===== src/rtl/idma_w_beat_gen_axi_pkg.sv =====
// Shared types for the AXI W beat generator: request layout, bus widths and FSM states.
// All bus widths derive from DataWidth here, so the interface and the RTL always agree.
package idma_w_beat_gen_axi_pkg;

    localparam int unsigned DataWidth     = 32;
    localparam int unsigned StrbWidth     = DataWidth / 8;
    localparam int unsigned OffsetWidth   = $clog2(StrbWidth);
    localparam int unsigned NumBeatsWidth = 8;

    typedef logic [DataWidth-1:0]     data_t;
    typedef logic [StrbWidth-1:0]     strb_t;
    typedef logic [OffsetWidth-1:0]   offset_t;
    typedef logic [NumBeatsWidth-1:0] num_beats_t;

    typedef enum logic [2:0] {
        ProtoAxi     = 3'd0,
        ProtoAxiLite = 3'd1,
        ProtoObi     = 3'd2,
        ProtoInit    = 3'd3
    } protocol_e;

    // num_beats follows AXI len encoding: 0 means a single beat.
    typedef struct packed {
        protocol_e  dst_protocol;
        logic       dst_head;
        offset_t    offset;
        offset_t    tailer;
        offset_t    shift;
        num_beats_t num_beats;
        logic       is_single;
    } w_dp_req_t;

    typedef enum logic {
        IDLE  = 1'b0,
        BURST = 1'b1
    } state_e;

endpackage


===== src/rtl/idma_w_beat_gen_axi_if.sv =====
// Request, dataflow-buffer and AXI W signals of the beat generator in one bundle.
// The master modport is the beat generator itself; slave is its environment.
interface idma_w_beat_gen_axi_if;
    import idma_w_beat_gen_axi_pkg::*;

    w_dp_req_t dp_req_i;
    logic      dp_valid_i;
    logic      dp_ready_o;

    data_t     buf_data_i;
    strb_t     buf_valid_i;
    strb_t     buf_ready_o;

    data_t     w_data_o;
    strb_t     w_strb_o;
    logic      w_last_o;
    logic      w_valid_o;
    logic      w_ready_i;

    modport master (
        input  dp_req_i, dp_valid_i, buf_data_i, buf_valid_i, w_ready_i,
        output dp_ready_o, buf_ready_o, w_data_o, w_strb_o, w_last_o, w_valid_o
    );

    modport slave (
        output dp_req_i, dp_valid_i, buf_data_i, buf_valid_i, w_ready_i,
        input  dp_ready_o, buf_ready_o, w_data_o, w_strb_o, w_last_o, w_valid_o
    );

endinterface


===== src/rtl/idma_w_beat_gen_axi_strb_gen.sv =====
// Byte-strobe generator: first beat masks lanes below offset, last beat masks lanes at or
// above a non-zero tailer, a single beat applies both, middle beats strobe every lane.
module idma_w_beat_gen_axi_strb_gen
    import idma_w_beat_gen_axi_pkg::*;
(
    input  offset_t offset_i,
    input  offset_t tailer_i,
    input  logic    first_i,
    input  logic    last_i,
    output strb_t   strb_o
);

    strb_t first_mask;
    strb_t last_mask;

    always_comb begin
        first_mask = '0;
        for (int i = 0; i < StrbWidth; i++) begin
            first_mask[i] = (i >= int'(offset_i));
        end
        last_mask = (tailer_i == '0) ? '1 : ((strb_t'(1) << tailer_i) - strb_t'(1));
        strb_o    = (first_i ? first_mask : '1) & (last_i ? last_mask : '1);
    end

endmodule


===== src/rtl/idma_w_beat_gen_axi.sv =====
// AXI W beat generator: queues legalized write requests and emits strobed W beats with WLAST.
// Define IDMA_W_BEAT_GEN_STALL_CNT_EN to add saturating backpressure/data-starvation counters.
module idma_w_beat_gen_axi
    import idma_w_beat_gen_axi_pkg::*;
#(
    parameter int unsigned ReqFifoDepth = 2
) (
    input  logic                         clk_i,
    input  logic                         rst_ni,
    idma_w_beat_gen_axi_if.master        bus,
    output logic                         burst_done_o,
    output logic                         busy_o
`ifdef IDMA_W_BEAT_GEN_STALL_CNT_EN
    ,
    output logic [31:0]                  stall_bp_cnt_o,
    output logic [31:0]                  stall_data_cnt_o
`endif
);

    localparam int unsigned PtrWidth = (ReqFifoDepth > 1) ? $clog2(ReqFifoDepth) : 1;
    localparam int unsigned CntWidth = $clog2(ReqFifoDepth + 1);

    typedef logic [PtrWidth-1:0] ptr_t;
    typedef logic [CntWidth-1:0] cnt_t;

    w_dp_req_t  mem_q [ReqFifoDepth];
    ptr_t       wr_ptr_q, rd_ptr_q;
    cnt_t       cnt_q, cnt_d;
    state_e     state_q;
    num_beats_t beat_cnt_q;

    w_dp_req_t  head;
    strb_t      strb_raw;
    logic       full, empty, push, pop;
    logic       in_burst, is_first, is_last, w_hs, last_hs;
    logic       unused_req_bits;

    function automatic ptr_t ptr_inc(input ptr_t p);
        return (p == ptr_t'(ReqFifoDepth - 1)) ? '0 : p + ptr_t'(1);
    endfunction

    // Ready is derived from the registered fill level only, never from the W side.
    assign full  = (cnt_q == cnt_t'(ReqFifoDepth));
    assign empty = (cnt_q == '0);
    assign push  = bus.dp_valid_i & ~full;
    assign pop   = last_hs;

    always_comb begin
        cnt_d = cnt_q;
        unique case ({push, pop})
            2'b10:   cnt_d = cnt_q + cnt_t'(1);
            2'b01:   cnt_d = cnt_q - cnt_t'(1);
            default: cnt_d = cnt_q;
        endcase
    end

    always_ff @(posedge clk_i) begin
        if (push) begin
            mem_q[wr_ptr_q] <= bus.dp_req_i;
        end
    end

    always_ff @(posedge clk_i or negedge rst_ni) begin
        if (!rst_ni) begin
            wr_ptr_q <= '0;
            rd_ptr_q <= '0;
            cnt_q    <= '0;
        end else begin
            if (push) wr_ptr_q <= ptr_inc(wr_ptr_q);
            if (pop)  rd_ptr_q <= ptr_inc(rd_ptr_q);
            cnt_q <= cnt_d;
        end
    end

    assign head     = mem_q[rd_ptr_q];
    assign in_burst = (state_q == BURST);
    assign is_first = (beat_cnt_q == '0);
    assign is_last  = (beat_cnt_q == head.num_beats);

    idma_w_beat_gen_axi_strb_gen i_strb_gen (
        .offset_i (head.offset),
        .tailer_i (head.tailer),
        .first_i  (is_first),
        .last_i   (is_last),
        .strb_o   (strb_raw)
    );

    // A beat may only go out once every lane it strobes is present in the buffer.
    assign bus.w_valid_o   = in_burst & (&(bus.buf_valid_i | ~strb_raw));
    assign bus.w_strb_o    = in_burst ? strb_raw : '0;
    assign bus.w_last_o    = in_burst & is_last;
    assign bus.w_data_o    = in_burst ? bus.buf_data_i : '0;
    assign w_hs            = bus.w_valid_o & bus.w_ready_i;
    assign last_hs         = w_hs & is_last;
    assign bus.buf_ready_o = bus.w_strb_o & {StrbWidth{w_hs}};
    assign bus.dp_ready_o  = ~full;
    assign burst_done_o    = last_hs;
    assign busy_o          = in_burst | ~empty;

    assign unused_req_bits = ^{head.dst_protocol, head.dst_head, head.shift, head.is_single};

    // The head stays queued for the whole burst, so staying in BURST after WLAST means
    // the next request is already stored and its beat 0 follows without a bubble.
    always_ff @(posedge clk_i or negedge rst_ni) begin
        if (!rst_ni) begin
            state_q    <= IDLE;
            beat_cnt_q <= '0;
        end else begin
            unique case (state_q)
                IDLE: begin
                    beat_cnt_q <= '0;
                    if (push) state_q <= BURST;
                end
                BURST: begin
                    if (last_hs) begin
                        beat_cnt_q <= '0;
                        if (cnt_d == '0) state_q <= IDLE;
                    end else if (w_hs) begin
                        beat_cnt_q <= beat_cnt_q + num_beats_t'(1);
                    end
                end
                default: begin
                    state_q    <= IDLE;
                    beat_cnt_q <= '0;
                end
            endcase
        end
    end

`ifdef IDMA_W_BEAT_GEN_STALL_CNT_EN
    logic [31:0] stall_bp_cnt_q, stall_data_cnt_q;

    always_ff @(posedge clk_i or negedge rst_ni) begin
        if (!rst_ni) begin
            stall_bp_cnt_q   <= '0;
            stall_data_cnt_q <= '0;
        end else begin
            if (bus.w_valid_o && !bus.w_ready_i && (stall_bp_cnt_q != '1)) begin
                stall_bp_cnt_q <= stall_bp_cnt_q + 32'd1;
            end
            if (in_burst && !bus.w_valid_o && (stall_data_cnt_q != '1)) begin
                stall_data_cnt_q <= stall_data_cnt_q + 32'd1;
            end
        end
    end

    assign stall_bp_cnt_o   = stall_bp_cnt_q;
    assign stall_data_cnt_o = stall_data_cnt_q;
`endif

endmodule


===== src/flat_wrapper.sv =====
// flat-port wrapper written by rule: the top's interface ports become plain ports
module idma_w_beat_gen_axi_flat import idma_w_beat_gen_axi_pkg::*;
#(
    parameter int unsigned ReqFifoDepth = 2
)
  (clk_i, rst_ni, burst_done_o, busy_o, bus_dp_req_i, bus_dp_valid_i, bus_buf_data_i, bus_buf_valid_i, bus_w_ready_i, bus_dp_ready_o, bus_buf_ready_o, bus_w_data_o, bus_w_strb_o, bus_w_last_o, bus_w_valid_o);
  idma_w_beat_gen_axi_if bus_i ();
  input  logic clk_i;
  input  logic rst_ni;
  output logic burst_done_o;
  output logic busy_o;
  input wire logic [$bits(bus_i.dp_req_i)-1:0] bus_dp_req_i;
  input wire logic [$bits(bus_i.dp_valid_i)-1:0] bus_dp_valid_i;
  input wire logic [$bits(bus_i.buf_data_i)-1:0] bus_buf_data_i;
  input wire logic [$bits(bus_i.buf_valid_i)-1:0] bus_buf_valid_i;
  input wire logic [$bits(bus_i.w_ready_i)-1:0] bus_w_ready_i;
  output wire logic [$bits(bus_i.dp_ready_o)-1:0] bus_dp_ready_o;
  output wire logic [$bits(bus_i.buf_ready_o)-1:0] bus_buf_ready_o;
  output wire logic [$bits(bus_i.w_data_o)-1:0] bus_w_data_o;
  output wire logic [$bits(bus_i.w_strb_o)-1:0] bus_w_strb_o;
  output wire logic [$bits(bus_i.w_last_o)-1:0] bus_w_last_o;
  output wire logic [$bits(bus_i.w_valid_o)-1:0] bus_w_valid_o;
  assign bus_i.dp_req_i = bus_dp_req_i;
  assign bus_i.dp_valid_i = bus_dp_valid_i;
  assign bus_i.buf_data_i = bus_buf_data_i;
  assign bus_i.buf_valid_i = bus_buf_valid_i;
  assign bus_i.w_ready_i = bus_w_ready_i;
  assign bus_dp_ready_o = bus_i.dp_ready_o;
  assign bus_buf_ready_o = bus_i.buf_ready_o;
  assign bus_w_data_o = bus_i.w_data_o;
  assign bus_w_strb_o = bus_i.w_strb_o;
  assign bus_w_last_o = bus_i.w_last_o;
  assign bus_w_valid_o = bus_i.w_valid_o;
  idma_w_beat_gen_axi #(.ReqFifoDepth(ReqFifoDepth)) u_core (.clk_i(clk_i), .rst_ni(rst_ni), .bus(bus_i), .burst_done_o(burst_done_o), .busy_o(busy_o));
endmodule

===== config.mk =====
export PLATFORM = sky130hd
export DESIGN_NAME = idma_w_beat_gen_axi_flat
export DESIGN_NICKNAME = d
export VERILOG_FILES = /design/src/rtl/idma_w_beat_gen_axi_pkg.sv /design/src/rtl/idma_w_beat_gen_axi_if.sv /design/src/rtl/idma_w_beat_gen_axi_strb_gen.sv /design/src/rtl/idma_w_beat_gen_axi.sv /design/src/flat_wrapper.sv
export SDC_FILE = /design/constraint.sdc
export NUM_CORES = 1
export LEC_CHECK = 0
export CELL_PAD_IN_SITES_DETAIL_PLACEMENT = 1
export CELL_PAD_IN_SITES_GLOBAL_PLACEMENT = 1
export CORE_AREA = 2 2 96 89
export DETAILED_ROUTE_END_ITERATION = 12
export DIE_AREA = 0 0 98 91
export GPL_TIMING_DRIVEN = 0
export PLACE_DENSITY_LB_ADDON = 0.1
export SLEW_MARGIN = 20
export SYNTH_ARGS = -nofsm -noshare
export SYNTH_HDL_FRONTEND = slang
export SYNTH_SLANG_ARGS = --single-unit

===== constraint.sdc =====
create_clock -name clk_i -period 3.1 [get_ports clk_i]
set_clock_uncertainty 0.15 [all_clocks]
set_input_delay 0.93 -clock clk_i [delete_from_list [all_inputs] [get_ports clk_i]]
set_output_delay 0.93 -clock clk_i [all_outputs]
set_load 0.01 [all_outputs]

* Yosys cells after proc, flatten, opt, wreduce, memory -nomap -nowiden
Memory sizes are Yosys's and may differ from the RTL's.
Cells that the tools add are included.
** Word-level totals
- Output and inout bits :: 45
- Memories :: 1
- Memory bits (writable) :: 38
- Logic and storage cells :: 55
- Flip-flop bits (word level) :: 13
- Input port bits :: 59
** Operators by class
- Multiplexer cells :: 16
- Equality and inequality tests :: 5
- Shift operators :: 1
- Reduce and logical (&&, ||, !) cells :: 5
- Magnitude comparators :: 3
- Bitwise logic cells :: 13
- $add $sub $neg :: 6
** Memories
- u_core.mem_q :: words 2, bits a word 19, read ports 1, clocked after memory_dff 0, write ports 1, line idma_w_beat_gen_axi.sv:26 : w_dp_req_t mem_q [ReqFifoDepth];
** Operator list (count)
- 2-to-1 mux 32 bit :: 1
- 2-to-1 mux 8 bit :: 2
- case mux 8 bit (2 select lines) :: 1
- 2-to-1 mux 4 bit :: 3
- adder 8 x 1 -> 8 bit, second input constant :: 1
- bitwise AND 4 bit :: 2
- equality test 8 bit :: 1
- logical NOT 8 bit :: 1
- logical NOT 2 bit :: 3
- 2-to-1 mux 1 bit :: 6
- bitwise AND 1 bit :: 5
- equality test 2 bit, second input constant :: 2
- >= comparator 1 x 2 -> 1 bit, first input constant :: 2
- inverter 4 bit :: 1
- bitwise OR 4 bit :: 1
- case mux 2 bit (2 select lines) :: 1
- AND reduction 4 bit :: 1
- left shift 1 x 2 -> 4 bit, first input constant :: 1
- subtractor 4 x 1 -> 4 bit, second input constant :: 1
- 2-to-1 mux 3 bit :: 1
- != test 3 bit, second input constant :: 1
- inverter 1 bit :: 3
- adder 1 bit, second input constant :: 2
- adder 2 x 1 -> 2 bit, second input constant :: 1
- 5 further kinds :: 5

* Logic depth before layout (Yosys ltp)
An unclocked memory read counts as a cell.
- Word-level depth :: 18
- Depth in mapped cells :: 14
- Mapped depth without buffers :: 13

* Modules after synthesis
From an unflattened synthesis, not the netlist that was laid out.
** Second synthesis, totals
- Cell total of the unflattened synthesis :: 183
- Area total of the unflattened synthesis :: 2114.5 µm²
** By module, submodules not included
- idma_w_beat_gen_axi :: instances 1, area an instance 2054.5 µm², cells each 175, seq. area each 1046.0 µm²
- idma_w_beat_gen_axi_strb_gen :: instances 1, area an instance 60.1 µm², cells each 8, seq. area each 0.0 µm²

* Least setup slack after synthesis
OpenSTA, ideal clock, no wires.
- Path type :: reg2out
- Start :: register u_core.beat_cnt_q[4]
- End :: output bus_buf_ready_o[1]
- Arrival time :: 2.391 ns
- Stages on the path, launching flop included :: 7
- Path slack :: -0.371 ns
- Required time :: 2.020 ns
- Buffers on the path :: 1
- Path through :: dfrtp_1 or4_1 nor4_1 a311oi_1 nor4_4 buf_6 nor3b_1
** On the way
- Cells in the longest elaborated chain, start to end :: 9
- Elaborated cells on any way between the ends :: 12
- Classes of those cells :: eq/ne (1); mux (3); bitwise (6); reduce/logical (2)
** RTL lines
- start: declaration :: line idma_w_beat_gen_axi.sv:30 : num_beats_t beat_cnt_q;
- start signal: assignment :: line idma_w_beat_gen_axi.sv:119 : beat_cnt_q <= beat_cnt_q + num_beats_t'(1);
- equality test 8 bit / logical NOT 8 bit (equally long branches) :: line idma_w_beat_gen_axi.sv:78, idma_w_beat_gen_axi.sv:77
- 2-to-1 mux 4 bit / 2-to-1 mux 3 bit (equally long branches) :: line idma_w_beat_gen_axi_strb_gen.sv:22 : strb_o = (first_i ? first_mask : '1) & (last_i ? last_mask : '1);
- bitwise AND 4 bit * :: line idma_w_beat_gen_axi_strb_gen.sv:22
- inverter 4 bit :: line idma_w_beat_gen_axi.sv:89 : assign bus.w_valid_o = in_burst & (&(bus.buf_valid_i | ~strb_raw));
- bitwise OR 4 bit :: line idma_w_beat_gen_axi.sv:89
- AND reduction 4 bit :: line idma_w_beat_gen_axi.sv:89
- bitwise AND 1 bit :: line idma_w_beat_gen_axi.sv:89
- bitwise AND 1 bit :: line idma_w_beat_gen_axi.sv:93 : assign w_hs = bus.w_valid_o & bus.w_ready_i;
- bitwise AND 4 bit * :: line idma_w_beat_gen_axi.sv:95 : assign bus.buf_ready_o = bus.w_strb_o & {StrbWidth{w_hs}};
- end: declaration :: line flat_wrapper.sv:18 : output wire logic [$bits(bus_i.buf_ready_o)-1:0] bus_buf_ready_o;
Every way passes the cells marked *; elsewhere a longest branch is shown, timed or not.

* Final worst setup path
- Start :: register u_core.rd_ptr_q
- End :: output bus_buf_ready_o[1]
** On the way
- Cells in the longest elaborated chain, start to end :: 12
- Elaborated cells on any way between the ends :: 19
- Classes of those cells :: add/sub (1); order compare (3); eq/ne (1); shift (1); mux (4); bitwise (6); reduce/logical (2); memory (1)
** RTL lines
- start: declaration :: line idma_w_beat_gen_axi.sv:27 : ptr_t wr_ptr_q, rd_ptr_q;
- start signal: assignment :: line idma_w_beat_gen_axi.sv:70 : if (pop) rd_ptr_q <= ptr_inc(rd_ptr_q);
- memory read (2 x 19 bit) *
- left shift 1 x 2 -> 4 bit :: line idma_w_beat_gen_axi_strb_gen.sv:21 : last_mask = (tailer_i == '0) ? '1 : ((strb_t'(1) << tailer_i) - strb_t'(1));
- subtractor 4 x 1 -> 4 bit :: line idma_w_beat_gen_axi_strb_gen.sv:21
- 2-to-1 mux 4 bit :: line idma_w_beat_gen_axi_strb_gen.sv:21
- 2-to-1 mux 4 bit :: line idma_w_beat_gen_axi_strb_gen.sv:22
- bitwise AND 4 bit * :: line idma_w_beat_gen_axi_strb_gen.sv:22
- inverter 4 bit :: line idma_w_beat_gen_axi.sv:89
- bitwise OR 4 bit :: line idma_w_beat_gen_axi.sv:89
- AND reduction 4 bit :: line idma_w_beat_gen_axi.sv:89
- bitwise AND 1 bit :: line idma_w_beat_gen_axi.sv:89
- bitwise AND 1 bit :: line idma_w_beat_gen_axi.sv:93
- bitwise AND 4 bit * :: line idma_w_beat_gen_axi.sv:95
Marked as above.

==> flow_metrics.tcl <==
set metrics [dict create \
    ys_warn_count 0 \
    max_cap_violations 0 \
    die_w_um 98 \
    antenna_found_initial 0 \
    drt-total-wl_um 6568 \
    setup_slack_ns -0.6554 \
    fmax_mhz 266.3 \
    seqPwrFrac_pct 42.5 \
    syn_to_final_growth_pct 73.44 \
    clock_power_share_pct 17.3 \
    clk_pin_slew_ns 0.07 \
    intPower_mw 1.176 \
    p_per_area_nw_per_um2 495.2 \
    final_common_cell "clkdlybuf4s50_1" \
    cp-end-kind "output pin" \
    row_count 31 \
    cp_max_fo 7 \
    status "finished, violations left" \
    hp-class "flop to flop" \
    p_sw_share_pct 34.26 \
    rsz0062_at_grt "true" \
    start_util_pct 26.44 \
    synthCells 185 \
    drc 0 \
    clk_path_buf_depth 2 \
    io_pins 104 \
    final_antenna_net_count 0 \
    setup-tns-final_ns -5.110 \
    violations "negative setup slack" \
    slew_viol_final 0 \
    cts_inserted_buffers 5 \
    avgSynthCellArea_sq_um 11.25 \
    layout_min_cycle_time_ns 3.755 \
    critical_path_class "flop to output pin" \
    via_count 1873 \
    relSlewSlack_pct 55.44 \
    syn-num-nets 249 \
    track_usage_pct 14.35 \
    dieArea_sq_um 8918 \
    coreArea_sq_um 7874 \
    clockRootBuffer "clkbuf_8" \
    whs_ns 0.3767 \
    firstDrtPassIters 4 \
    ys_ff_latch 37 \
    clock_latency_ns 0.28 \
    period_share_pct 121.1 \
    cp.arrival_ns 2.68 \
    drt_iter0_markers 86 \
    dp_slack_ns -1.250 \
    p_comb_share_pct 40.2 \
    globalRoute.totalOverflow 0 \
    clock_sinks 37 \
    hold_viol 0 \
    io_buffer_count 96 \
    setup_viol 13 \
    post_drt_via_cell_ratio 4.579 \
    synth_seq_area_share_pct 50.24 \
    final_cell_mix "clkdlybuf4s50_1 (53), and2_1 (33), dlygate4sd2_1 (30)" \
    cts_tree "built" \
    cts_max_level 2 \
    die_y_um 91 \
    synth_area_sq_um 2082 \
    grt_first_pass_wirelength_um 10210 \
    required_ns 2.02 \
    p_sw_mw 0.6126 \
    tightest_slew_ns 0.6677 \
    power.leakage_nw 1.421 \
    gp_congestion 0.7541 \
    route.detailed.wl_per_inst_um 16.06 \
    nets 374 \
    ir_drop_mv 0.3580 \
    drive_above_1_share_pct 22.90 \
    synth.distinct_cells 37 \
    grt_pass1_vias 1909 \
    cp-start-kind "flop" \
    antenna_cells 0 \
    grt_max_degree 14 \
    place_hpwl_um 4797 \
]
==> routing by layer <==
layer  share of wire (%)  track usage (%)
met1                  45            18.50
met2                  51            24.83
met3                 3.0            2.771
met4                0.58            3.356
met5                   0                0
==> worst max-delay path: stages, from the launching register on <==
cell and delay, ns:
dfrtp_1 0.37, buf_6 0.14, buf_12 0.14, mux2i_4 0.19, xnor2_2 0.15, nor4_4 0.24, buf_6 0.17, a311oi_4 0.11
nor4_4 0.33, buf_6 0.15, buf_6 0.08, nor3b_4 0.15, buf_2 0.15
==> cell type report <==
cell class,instances,area [sq um]
clock inverter,1,3.754
tap,99,123.9
timing repair buffer,119,1101
buffer,8,62.56
multi-input combinational,134,1179
fill,862,4263
inverter,5,18.77
clock buffer,6,72.57
sequential,37,1050
==> timing repair <==
| action | in CTS | in global routing |
|---|---|---|
| buffers inserted | 18 | 5 |
| pin swaps | 13 | 8 |
| cloned | 0 | 0 |
| hold buffers | 0 | 0 |
| setup endpoints to repair | 45 | 18 |
| resized for setup | 85 | 21 |
| hold endpoints to repair | 0 | 0 |
==> registers in the layout (all words and copies together), names as in the netlist <==
name               count
u_core.beat_cnt_q      8
u_core.cnt_q           2
u_core.in_burst        1
u_core.mem_q          24
u_core.rd_ptr_q        1
u_core.wr_ptr_q        1
==> cell usage after synthesis <==
| cell type | number | share of area, % |
|---|---|---|
| inv_1 | 5 | 0.90 |
| xnor2_1 | 11 | 4.6 |
| nor2_1 | 10 | 1.8 |
| nor4_2 | 1 | 0.60 |
| o31ai_1 | 2 | 0.72 |
| and3_1 | 3 | 0.90 |
| or4_1 | 1 | 0.36 |
| a32o_1 | 5 | 2.4 |
| a211oi_1 | 1 | 0.36 |
| nand3_1 | 5 | 1.2 |
| a22oi_1 | 1 | 0.36 |
| nor4b_1 | 1 | 0.42 |
| o21a_1 | 1 | 0.36 |
| o211ai_1 | 1 | 0.36 |
| nor3b_1 | 2 | 0.72 |
| nor2b_1 | 3 | 0.90 |
| edfxtp_1 | 24 | 35 |
| ha_1 | 5 | 3.0 |
| dfrtp_1 | 13 | 16 |
| and2_1 | 35 | 11 |
| nand2b_1 | 2 | 0.60 |
| clkbuf_1 | 6 | 1.1 |
| nand2_1 | 10 | 1.8 |
| nor4_4 | 2 | 2.0 |
| a21boi_0 | 1 | 0.36 |
| nor3_1 | 4 | 0.96 |
| o32ai_1 | 1 | 0.42 |
| or3_1 | 1 | 0.30 |
| a311oi_1 | 2 | 0.84 |
| o21ai_0 | 2 | 0.48 |
| o21ai_1 | 2 | 0.48 |
| mux2i_1 | 12 | 5.8 |
| xor2_1 | 2 | 0.84 |
| and3b_1 | 1 | 0.42 |
| nor4_1 | 3 | 0.90 |
| buf_6 | 3 | 1.6 |
| a31oi_1 | 1 | 0.30 |
==> metrics by stage <==
stage / utilization, % / area [sq um] / power, mW / instances
3_5_place_dp: 40.90 / 3221 / 1.352 / 380
4_1_cts: 44.61 / 3512 / 1.771 / 404
6_report: 45.86 / 3611 / 1.788 / 409
3_3_place_gp: 40.90 / 3221 / 1.337 / 380
2_1_floorplan: - / 2136 / 1.090 / 185
5_1_grt: 45.86 / 3611 / 1.900 / 409
==> power groups by stage <==
stage | Combinational (mW) | Clock (mW) | Sequential [mW]
after floorplan | 0.365 | 0 | 0.725
after global placement | 0.589 | 0 | 0.748
after detailed placement | 0.600 | 0 | 0.752
after CTS | 0.696 | 0.321 | 0.755
after global routing | 0.788 | 0.338 | 0.773
final | 0.719 | 0.309 | 0.760
==> worst paths after layout <==
check                      cells after the start       startpoint  slack (ns)              endpoint
max                                           12  u_core.rd_ptr_q       -0.66    bus_buf_ready_o[1]
min                                            1  u_core.wr_ptr_q        0.38       u_core.wr_ptr_q
max reg2reg                                   20  u_core.rd_ptr_q       -0.40       u_core.in_burst
min reg2reg                                    1  u_core.wr_ptr_q        0.38       u_core.wr_ptr_q
max in group asynchronous                      1           rst_ni        1.44  u_core.beat_cnt_q[6]
min in group asynchronous                      1           rst_ni        0.90       u_core.cnt_q[1]
==> kinds of logic after synthesis <==
logic type                 Yosys count  synth area share (%)
DFF                                 37                 50.24
adders and majority gates            5                 3.005
muxes                               12                 5.769
and+or+nand+nor                     84                 24.46
xor gates and xnor gates            13                 5.469
buffers and inverters               14                 3.606
AOI/OAI and AO/OA                   20                 7.453
(Power assumes the default switching activity.)
